`src/rtl/im_pkg.sv`:
```
// im_pkg: ISA constants shared with the CPU and the loader state encoding.
package im_pkg;
  localparam logic [4:0] OP_NOP  = 5'd0;
  localparam logic [4:0] OP_HALT = 5'd1;
  localparam logic [4:0] OP_LDI  = 5'd2;
  localparam logic [4:0] OP_ADD  = 5'd3;
  localparam logic [4:0] OP_SUB  = 5'd4;
  localparam logic [4:0] OP_AND  = 5'd5;
  localparam logic [4:0] OP_OR   = 5'd6;
  localparam logic [4:0] OP_XOR  = 5'd7;
  localparam logic [4:0] OP_LD   = 5'd8;
  localparam logic [4:0] OP_ST   = 5'd9;
  localparam logic [4:0] OP_BEQ  = 5'd10;
  localparam logic [4:0] OP_JMP  = 5'd11;
  localparam logic [2:0] R0 = 3'd0;
  localparam logic [2:0] R1 = 3'd1;
  localparam logic [2:0] R2 = 3'd2;
  localparam logic [2:0] R3 = 3'd3;
  localparam logic [2:0] R4 = 3'd4;
  localparam logic [2:0] R5 = 3'd5;
  localparam logic [2:0] R6 = 3'd6;
  localparam logic [2:0] R7 = 3'd7;
  localparam logic [15:0] HALT_WORD = {OP_HALT, 11'd0};
  typedef enum logic [1:0] {IDLE, LOAD, RUN} state_t;
endpackage

```
`src/rtl/im_loader_if.sv`:
```
// im_loader_if: byte-wide download port plus instruction fetch port.
interface im_loader_if #(parameter int ADDR_W = 8, parameter int DATA_W = 16);
  logic              ld_start;
  logic [7:0]        ld_byte;
  logic              ld_valid;
  logic              ld_last;
  logic              ld_ready;
  logic [ADDR_W:0]   ld_count;
  logic              ld_err;
  logic              f_req;
  logic [ADDR_W-1:0] f_addr;
  logic [DATA_W-1:0] f_data;
  logic              f_valid;
  logic              run;
  modport master (
    output ld_start, ld_byte, ld_valid, ld_last, f_req, f_addr,
    input  ld_ready, ld_count, ld_err, f_data, f_valid, run
  );
  modport slave (
    input  ld_start, ld_byte, ld_valid, ld_last, f_req, f_addr,
    output ld_ready, ld_count, ld_err, f_data, f_valid, run
  );
endinterface

```
`src/rtl/im_word_ram.sv`:
```
// im_word_ram: DEPTH x DATA_W storage, one synchronous write and one synchronous read port.
module im_word_ram #(
  parameter int ADDR_W = 8,
  parameter int DATA_W = 16,
  parameter int DEPTH  = 2**ADDR_W
) (
  input  logic              clock,
  input  logic              we,
  input  logic [ADDR_W-1:0] waddr,
  input  logic [DATA_W-1:0] wdata,
  input  logic              re,
  input  logic [ADDR_W-1:0] raddr,
  output logic [DATA_W-1:0] rdata
);
  logic [DATA_W-1:0] mem [DEPTH];
  always_ff @(posedge clock) begin
    if (we) mem[waddr] <= wdata;
    if (re) rdata <= mem[raddr];
  end
endmodule

```
`src/rtl/im_loader.sv`:
```
// im_loader: downloadable instruction memory; unwritten words fetch as HALT.
module im_loader #(
  parameter int ADDR_W = 8,
  parameter int DATA_W = 16,
  parameter int DEPTH  = 2**ADDR_W,
  parameter logic [DATA_W-1:0] HALT_WORD = DATA_W'(im_pkg::HALT_WORD)
) (
  input logic  clock,
  input logic  reset,
  im_loader_if.slave bus
);
  import im_pkg::*;
  localparam int BYTES = DATA_W / 8;
  localparam int PW    = BYTES > 1 ? $clog2(BYTES) : 1;
  state_t                 state, state_n;
  logic [PW-1:0]          phase;
  logic [DATA_W-1:0]      asm_q, sh, wr_word;
  logic [(2**ADDR_W)-1:0] valid;
  logic [ADDR_W:0]        cnt;
  logic                   err, fv, hit, accept, done, full, we, fire;
  logic [DATA_W-1:0]      ram_q;
  assign accept  = bus.ld_valid && state == LOAD && !bus.ld_start;
  assign done    = accept && (phase == PW'(BYTES - 1) || bus.ld_last);
  assign full    = cnt == (ADDR_W+1)'(DEPTH);
  assign we      = done && !full;
  assign fire    = bus.f_req && state != LOAD && !bus.ld_start;
  assign sh      = DATA_W'({asm_q, bus.ld_byte});
  // a short final word is left-justified so its missing low bytes read as zero
  assign wr_word = sh << (8 * (BYTES - 1 - int'(phase)));
  always_comb begin
    state_n = state;
    if (bus.ld_start) state_n = LOAD;
    else if (accept && bus.ld_last) state_n = RUN;
  end
  always_ff @(posedge clock or negedge reset) begin
    if (!reset) begin
      state <= IDLE;
      phase <= '0;
      asm_q <= '0;
      valid <= '0;
      cnt   <= '0;
      err   <= 1'b0;
      fv    <= 1'b0;
      hit   <= 1'b0;
    end else begin
      state <= state_n;
      fv    <= fire;
      if (fire) hit <= valid[bus.f_addr];
      if (bus.ld_start) begin
        valid <= '0;
        cnt   <= '0;
        err   <= 1'b0;
        phase <= '0;
      end else if (accept) begin
        asm_q <= sh;
        phase <= done ? '0 : phase + PW'(1);
        if (we) begin
          valid[cnt[ADDR_W-1:0]] <= 1'b1;
          cnt <= cnt + 1'b1;
        end
        if (done && full) err <= 1'b1;
      end
    end
  end
  im_word_ram #(.ADDR_W(ADDR_W), .DATA_W(DATA_W), .DEPTH(DEPTH)) u_ram (
    .clock (clock),
    .we    (we),
    .waddr (cnt[ADDR_W-1:0]),
    .wdata (wr_word),
    .re    (fire),
    .raddr (bus.f_addr),
    .rdata (ram_q)
  );
  assign bus.ld_ready = state == LOAD;
  assign bus.run      = state == RUN;
  assign bus.ld_count = cnt;
  assign bus.ld_err   = err;
  assign bus.f_valid  = fv;
  assign bus.f_data   = hit ? ram_q : HALT_WORD;
endmodule

```
`src/flat_wrapper.sv`:
```
// flat-port wrapper written by rule: the top's interface ports become plain ports
module im_loader_flat import im_pkg::*;
#(
  parameter int ADDR_W = 8,
  parameter int DATA_W = 16,
  parameter int DEPTH  = 2**ADDR_W,
  parameter logic [DATA_W-1:0] HALT_WORD = DATA_W'(im_pkg::HALT_WORD)
)
  (clock, reset, bus_ld_start, bus_ld_byte, bus_ld_valid, bus_ld_last, bus_f_req, bus_f_addr, bus_ld_ready, bus_ld_count, bus_ld_err, bus_f_data, bus_f_valid, bus_run);
  im_loader_if #(.ADDR_W(ADDR_W), .DATA_W(DATA_W)) bus_i ();
  input logic clock;
  input logic reset;
  input wire logic [$bits(bus_i.ld_start)-1:0] bus_ld_start;
  input wire logic [$bits(bus_i.ld_byte)-1:0] bus_ld_byte;
  input wire logic [$bits(bus_i.ld_valid)-1:0] bus_ld_valid;
  input wire logic [$bits(bus_i.ld_last)-1:0] bus_ld_last;
  input wire logic [$bits(bus_i.f_req)-1:0] bus_f_req;
  input wire logic [$bits(bus_i.f_addr)-1:0] bus_f_addr;
  output wire logic [$bits(bus_i.ld_ready)-1:0] bus_ld_ready;
  output wire logic [$bits(bus_i.ld_count)-1:0] bus_ld_count;
  output wire logic [$bits(bus_i.ld_err)-1:0] bus_ld_err;
  output wire logic [$bits(bus_i.f_data)-1:0] bus_f_data;
  output wire logic [$bits(bus_i.f_valid)-1:0] bus_f_valid;
  output wire logic [$bits(bus_i.run)-1:0] bus_run;
  assign bus_i.ld_start = bus_ld_start;
  assign bus_i.ld_byte = bus_ld_byte;
  assign bus_i.ld_valid = bus_ld_valid;
  assign bus_i.ld_last = bus_ld_last;
  assign bus_i.f_req = bus_f_req;
  assign bus_i.f_addr = bus_f_addr;
  assign bus_ld_ready = bus_i.ld_ready;
  assign bus_ld_count = bus_i.ld_count;
  assign bus_ld_err = bus_i.ld_err;
  assign bus_f_data = bus_i.f_data;
  assign bus_f_valid = bus_i.f_valid;
  assign bus_run = bus_i.run;
  im_loader #(.ADDR_W(ADDR_W), .DATA_W(DATA_W), .DEPTH(DEPTH), .HALT_WORD(HALT_WORD)) u_core (.clock(clock), .reset(reset), .bus(bus_i));
endmodule
```
`config.mk`:
```
export PLATFORM = sky130hd
export DESIGN_NAME = im_loader_flat
export DESIGN_NICKNAME = d
export VERILOG_FILES = /design/src/rtl/im_pkg.sv /design/src/rtl/im_loader_if.sv /design/src/rtl/im_word_ram.sv /design/src/rtl/im_loader.sv /design/src/flat_wrapper.sv
export SDC_FILE = /design/constraint.sdc
export NUM_CORES = 2
export LEC_CHECK = 0
export CORE_MARGIN = 2
export CORE_UTILIZATION = 43
export DETAILED_ROUTE_END_ITERATION = 8
export PLACE_DENSITY = 0.68
export SETUP_SLACK_MARGIN = 0.15
export SLEW_MARGIN = 20
export SYNTH_ARGS = -nofsm -noshare
export SYNTH_HDL_FRONTEND = slang
export SYNTH_SLANG_ARGS = --single-unit
export TNS_END_PERCENT = 50
```
`constraint.sdc`:
```
create_clock -name clock -period 5.85 [get_ports clock]
set_clock_uncertainty 0.1 [all_clocks]
set_input_delay 1.17 -clock clock [delete_from_list [all_inputs] [get_ports clock]]
set_output_delay 1.17 -clock clock [all_outputs]
set_load 0.005 [all_outputs]
```
Word level (Yosys, flattened, before mapping)
Memories as Yosys holds them, arrays and structs flattened. A register that Yosys moved wholly into a read port is not among the register bits.
Cells that the tools add are included.
{"block": "op_classes", "n_shift": 1, "mux": 21, "n_addsub": 3, "eq_ne": 4, "reduce_logical": 19, "n_bitwise": 2, "n_lt_le_gt_ge": 3}
{"cell": "two-way mux 256 bit", "count": 3}
{"cell": "bitwise OR 256 bit", "count": 1}
{"cell": "<< shifter 16 x 32 -> 16 bit", "count": 1}
{"cell": "two-way mux 9 bit", "count": 3}
{"cell": "< comparator 8 x 9 -> 1 bit, second input constant", "count": 2}
{"cell": "two-way mux 16 bit", "count": 1}
{"cell": "two-way mux 1 bit", "count": 10}
{"cell": "adder 9 x 1 -> 9 bit, second input constant", "count": 1}
{"cell": "== test 9 bit, second input constant", "count": 1}
{"cell": "logical AND 1 bit", "count": 9}
{"cell": "binary-select mux 1 bit (select 8 bit)", "count": 1}
{"cell": "demux 1 bit (select 8 bit)", "count": 1}
{"cell": ">= comparator 8 x 1 -> 1 bit, second input constant", "count": 1}
{"cell": "nonzero test 2 bit", "count": 4}
{"cell": "AND reduction 2 bit", "count": 3}
{"cell": "two-way mux 2 bit", "count": 2}
{"cell": "== test 2 x 1 -> 1 bit, second input constant", "count": 1}
{"cell": "== test 2 bit, second input constant", "count": 1}
{"cell": "zero test 1 bit", "count": 2}
{"cell": "!= test 2 x 1 -> 1 bit, second input constant", "count": 1}
{"cell": "subtractor 1 x 1 -> 2 bit, first input constant", "count": 1}
{"cell": "adder 1 bit, second input constant", "count": 1}
{"cell": "logical OR 1 bit", "count": 1}
{"cell": "NOT 1 bit", "count": 1}
{"block": "totals", "mem_count": 1, "in_bits": 22, "wordCells": 62, "output_inout_bits": 29, "register_bits": 279, "ramBits": 4096}
{"memory": "u_core.u_ram.mem", "depth": 256, "width": 16, "rd": 1, "rd_ports_with_merged_regs": 1, "wr": 1, "line": "im_word_ram.sv:15", "rtl": "logic [DATA_W-1:0] mem [DEPTH];"}

Depth between registers and ports, before layout
{"block": "depth", "word_depth": 8, "ltp_mapped": 12, "depth_no_buf": 8}

Modules after synthesis
From an unflattened synthesis, not the netlist that was laid out.
{"block": "unflattened", "cells_unflattened": 8544, "area_unflattened_um2": 171974.9}
{"module": "im_word_ram", "instances": 1, "seq_area_each_um2": 123478.4, "area_each_um2": 158874.9, "cells_per_inst": 7360}
{"module": "im_loader", "instances": 1, "seq_area_each_um2": 6981.7, "area_each_um2": 13100.1, "cells_per_inst": 1184}

Worst setup path before layout
OpenSTA, ideal clock, no wires.
{"block": "synth_path", "kind": "input to register", "start": "input port bus_ld_byte[2]", "end": "memory u_core.u_ram.mem[0][2] (data pin)", "t_arrival_ps": 4414, "slack_ps": 466, "path_stages": 1, "path_buffers": 0, "setup_time_ps": 870, "required_ps": 4880, "path_cell_list": "and2_1"}
{"block": "synth_between", "elab_chain_cells": 1}
{"element": "start, declared", "line": "flat_wrapper.sv:14", "rtl": "input wire logic [$bits(bus_i.ld_byte)-1:0] bus_ld_byte;"}
{"element": "<< shifter 16 x 32 -> 16 bit", "line": "im_loader.sv:29", "rtl": "assign wr_word = sh << (8 * (BYTES - 1 - int'(phase)));"}
{"element": "end, declared", "line": "im_word_ram.sv:15"}
No other way between the ends.

==> results.txt <==
Status -> complete, no violations
Share of the synthesized area in the top cell type -> 73.7%
Synth area leader -> edfxtp_1
Worst reg2reg endpoint -> u_core.u_ram.mem[201][2]$_DFFE_PP_
Reg clk slew, reported paths -> 0.06 ns
Hold-critical path endpoint -> u_core.phase$_DFFE_PN0P_
Largest cells by area after synthesis -> edfxtp_1, mux4_2, dfrtp_1
Htree depth -> 5
Number of gates resized after cts -> 0
Worst-path fanout max -> 75
CTS tree -> yes
Setup ws final -> 1.45 ns
Hold/Removal Path Class -> in -> reg
Kind of start point of the critical path -> primary input
Most frequent CP cell -> buf_12
Leakage -> 63.5 nW
Total CTS buffers -> 426
Synth Net Count -> 7,825
Worst Path Arrival -> 5.01 ns
Worst vdd ir -> 0.262 mV
Hold depth -> 2
Max_cap viols -> 0
Setup Crit Path Kind -> in -> reg
Num Clock Sinks -> 4,391
Final setup violating endpoints -> 0
Final Hold Viols -> 0
HPWL after DPL -> 264 mm
Post-placement setup slack -> 0.580 ns
GRT Total Usage -> 21.9%
Worst EP required -> 6.45 ns
Synth Register Bits -> 4,391
# rows -> 229
Final setup TNS -> 0 ns
Seq/Total Area, Yosys -> 77.8%
R2r setup slk -> 1.88 ns
Finished Layout Cells -> 13,932
Gpl congestion -> 0.861
Final Max Tran Viols -> 0
Core Box Area -> 0.389 mm^2
Largest net degree at the start of global routing -> 163
Tmin final -> 4.40 ns
Critical Path End Type -> register
Post-synth EDFFs -> 4,112
Initial Util -> 43.1%
Root buffer cell -> clkbuf_16
Slowest stage delay, CP -> 0.79 ns
First-pass GRT wire length -> 625 mm
DRC violations left -> 0
Syn-to-layout area delta -> 14.2%
Routed WL per cell -> 31.6 um
Die width -> 628 um
Filler Cell Count -> 30,514
Slew HR -> 22.4%
Vias per inst -> 6.07
Area of the multi-input gates -> 0.0352 mm^2
Warnings, synthesis -> 0
Synthesized instance count -> 7,799
Final ANT Viol Nets -> 0
Period utilisation layout -> 75.3%
Reg2reg start -> u_core.state[1]$_DFFE_PN0P_
Final wirelength -> 441 mm
Tot Pwr -> 0.0644 W
Port Buffers -> 50
DRT Pass-1 Iters -> 5
Mapped cell area -> 0.168 mm^2
Fmax -> 227 MHz
Sequential Area -> 0.130 mm^2
Hold Crit Start -> bus_ld_start
Synth Flop Type -> edfxtp_1
Netlist cell types -> 52
Area of the die -> 0.395 mm^2
Die H -> 628 um
CP max-delay cell -> or4_1
Initial antenna violation count -> 22
Avg Cell Area, Syn -> 21.5 um^2
P per Cell Area -> 337 mW/mm^2
Ports -> 51
Final net count -> 8,377
Clk Latency, worst-skew pair -> 1.00 ns
Fraction of layout cells with a size suffix above 1 -> 26.4%
Worst path cell trace -> buf_8 > buf_12 > buf_12 > mux4_2 > a22oi_1 > a21oi_1 > or4_1 > nand3_1 > nand4_1
Worst Tran Pin Value -> 1.16 ns
GRT overflow -> 0
First DRT Iteration DRCs -> 12,677
Vias in the first global route -> 83,912
Maximum buffer depth of the clock tree -> 4
Via count -> 84,578
Worst-case reg-to-reg path depth -> 6
Async S/R FF share, synth -> 6.35%
RSZ-0062 raised after global routing -> false
Placed Cells -> 13,117
[worst max-delay path: cells and delay by family]
| family | cells | cell delay (ns) |
|---|---|---|
| and+or+nand+nor | 3 | 1.44 |
| muxes | 1 | 0.40 |
| buffers and inverters | 3 | 1.01 |
| AOI/OAI and AO/OA | 2 | 0.74 |
[synthesized netlist by cell type, drive strengths merged, types with 2 or more instances]
library cell and number:
nand4 27, nor2 695, xnor2 3, o31ai 2
o21ai 7, nand3 40, a21oi 265, a221oi 2
edfxtp 4112, nand3b 2, nand2 39, or4 18
or2 2, o21a 49, dfrtp 279, a31oi 3
a211oi 4, or3 5, mux2i 10, nand2b 3
inv 7, mux4 1085, a22oi 518, nor2b 13
nor4 3, clkbuf 283, and2 26, a22o 2
o41ai 48, or3b 3, mux2 21, nor3 3
ha 4, xor2 3, buf 200
[state kept, by name (all words and copies together) (netlist names)]
| signal | flops |
|---|---|
| u_core.u_ram.rdata | 16 |
| u_core.hit | 1 |
| u_core.state | 2 |
| u_core.phase | 1 |
| u_core.asm_q | 8 |
| u_core.bus.ld_count | 9 |
| u_core.u_ram.mem | 4096 |
| u_core.bus.ld_err | 1 |
| u_core.valid | 256 |
| u_core.bus.f_valid | 1 |
[cells by family after synthesis]
| group | synth area share, % |
|---|---|
| and+or+nand+nor | 2.19 |
| muxes | 14.8 |
| xor gates and xnor gates | 0.0314 |
| DFF | 77.8 |
| adders and majority gates | 0.0299 |
| AOI/OAI and AO/OA | 3.70 |
| buffers and inverters | 1.41 |
[final cells by class]
type / count / share of cell area, %
well taps: 5197 / 3.40
flip-flops and latches: 4391 / 68.2
diodes: 15 / 0.0196
clock buffers: 606 / 6.20
inverters: 8 / 0.0157
clock inverters: 191 / 0.866
repair buffers: 607 / 2.93
multi-input cells: 2917 / 18.4
[report_power, final]
part | switching [W] | total (W) | internal, W
logic | 0.00220 | 0.00320 | 0.00100
registers | 0.0000538 | 0.0346 | 0.0346
clock network | 0.0116 | 0.0266 | 0.0150
total | 0.0139 | 0.0644 | 0.0506
[stage by stage]
step	cell area [um^2]	utilization, %	hold slack [ns]
6_report	191000	49.2	0.253
5_1_grt	191000	49.2	0.231
4_1_cts	191000	49.2	0.119
3_5_place_dp	178000	45.7	0.374
3_3_place_gp	178000	45.7	0.367
2_1_floorplan	168000	-	0.359
[worst max path at each step]
stage	from	slack, ns	end
floorplan	bus_ld_byte[2]	0.47	u_core.u_ram.mem[0][2]$_DFFE_PP_
global placement	bus_f_addr[1]	0.36	u_core.u_ram.rdata[14]$_DFFE_PP_
detailed placement	bus_f_addr[1]	0.58	u_core.u_ram.rdata[12]$_DFFE_PP_
CTS	bus_f_addr[1]	1.64	u_core.u_ram.rdata[12]$_DFFE_PP_
global route	bus_f_addr[1]	1.52	u_core.u_ram.rdata[12]$_DFFE_PP_
finish	bus_f_addr[1]	1.45	u_core.u_ram.rdata[1]$_DFFE_PP_
[cell usage in the layout, fill, tap and decap left out, types with 35 or more instances in the layout]
cell	synthesis	layout
nand3_1	40	40
mux4_2	1085	1085
dfrtp_1	279	278
clkinv_1	1	83
buf_12	0	70
clkbuf_16	0	434
a21oi_1	265	265
a22oi_1	518	518
clkbuf_8	0	35
buf_4	23	483
clkinv_2	0	52
o21a_1	49	49
nor2_1	695	686
clkdlybuf4s50_1	0	43
clkbuf_1	283	137
edfxtp_1	4112	4112
nand2_1	39	37
[layer usage]
layer  part of all wire (%)  GRT usage [%]  vias to the layer above
met2                     48           34.9                     5033
met4                    4.5           8.64                       12
met5                  0.016              0                        -
met3                    9.8           3.73                      786
li1                       -              -                    33755
met1                     38           30.2                    44992
[repair_timing]
action                                  CTS  global route
buffers inserted                          0             0
hold buffers                              0             1
endpoints found under the hold margin     0            26
endpoints found under the setup margin    0             0
Note: power is estimated with default switching activity, not from simulation.
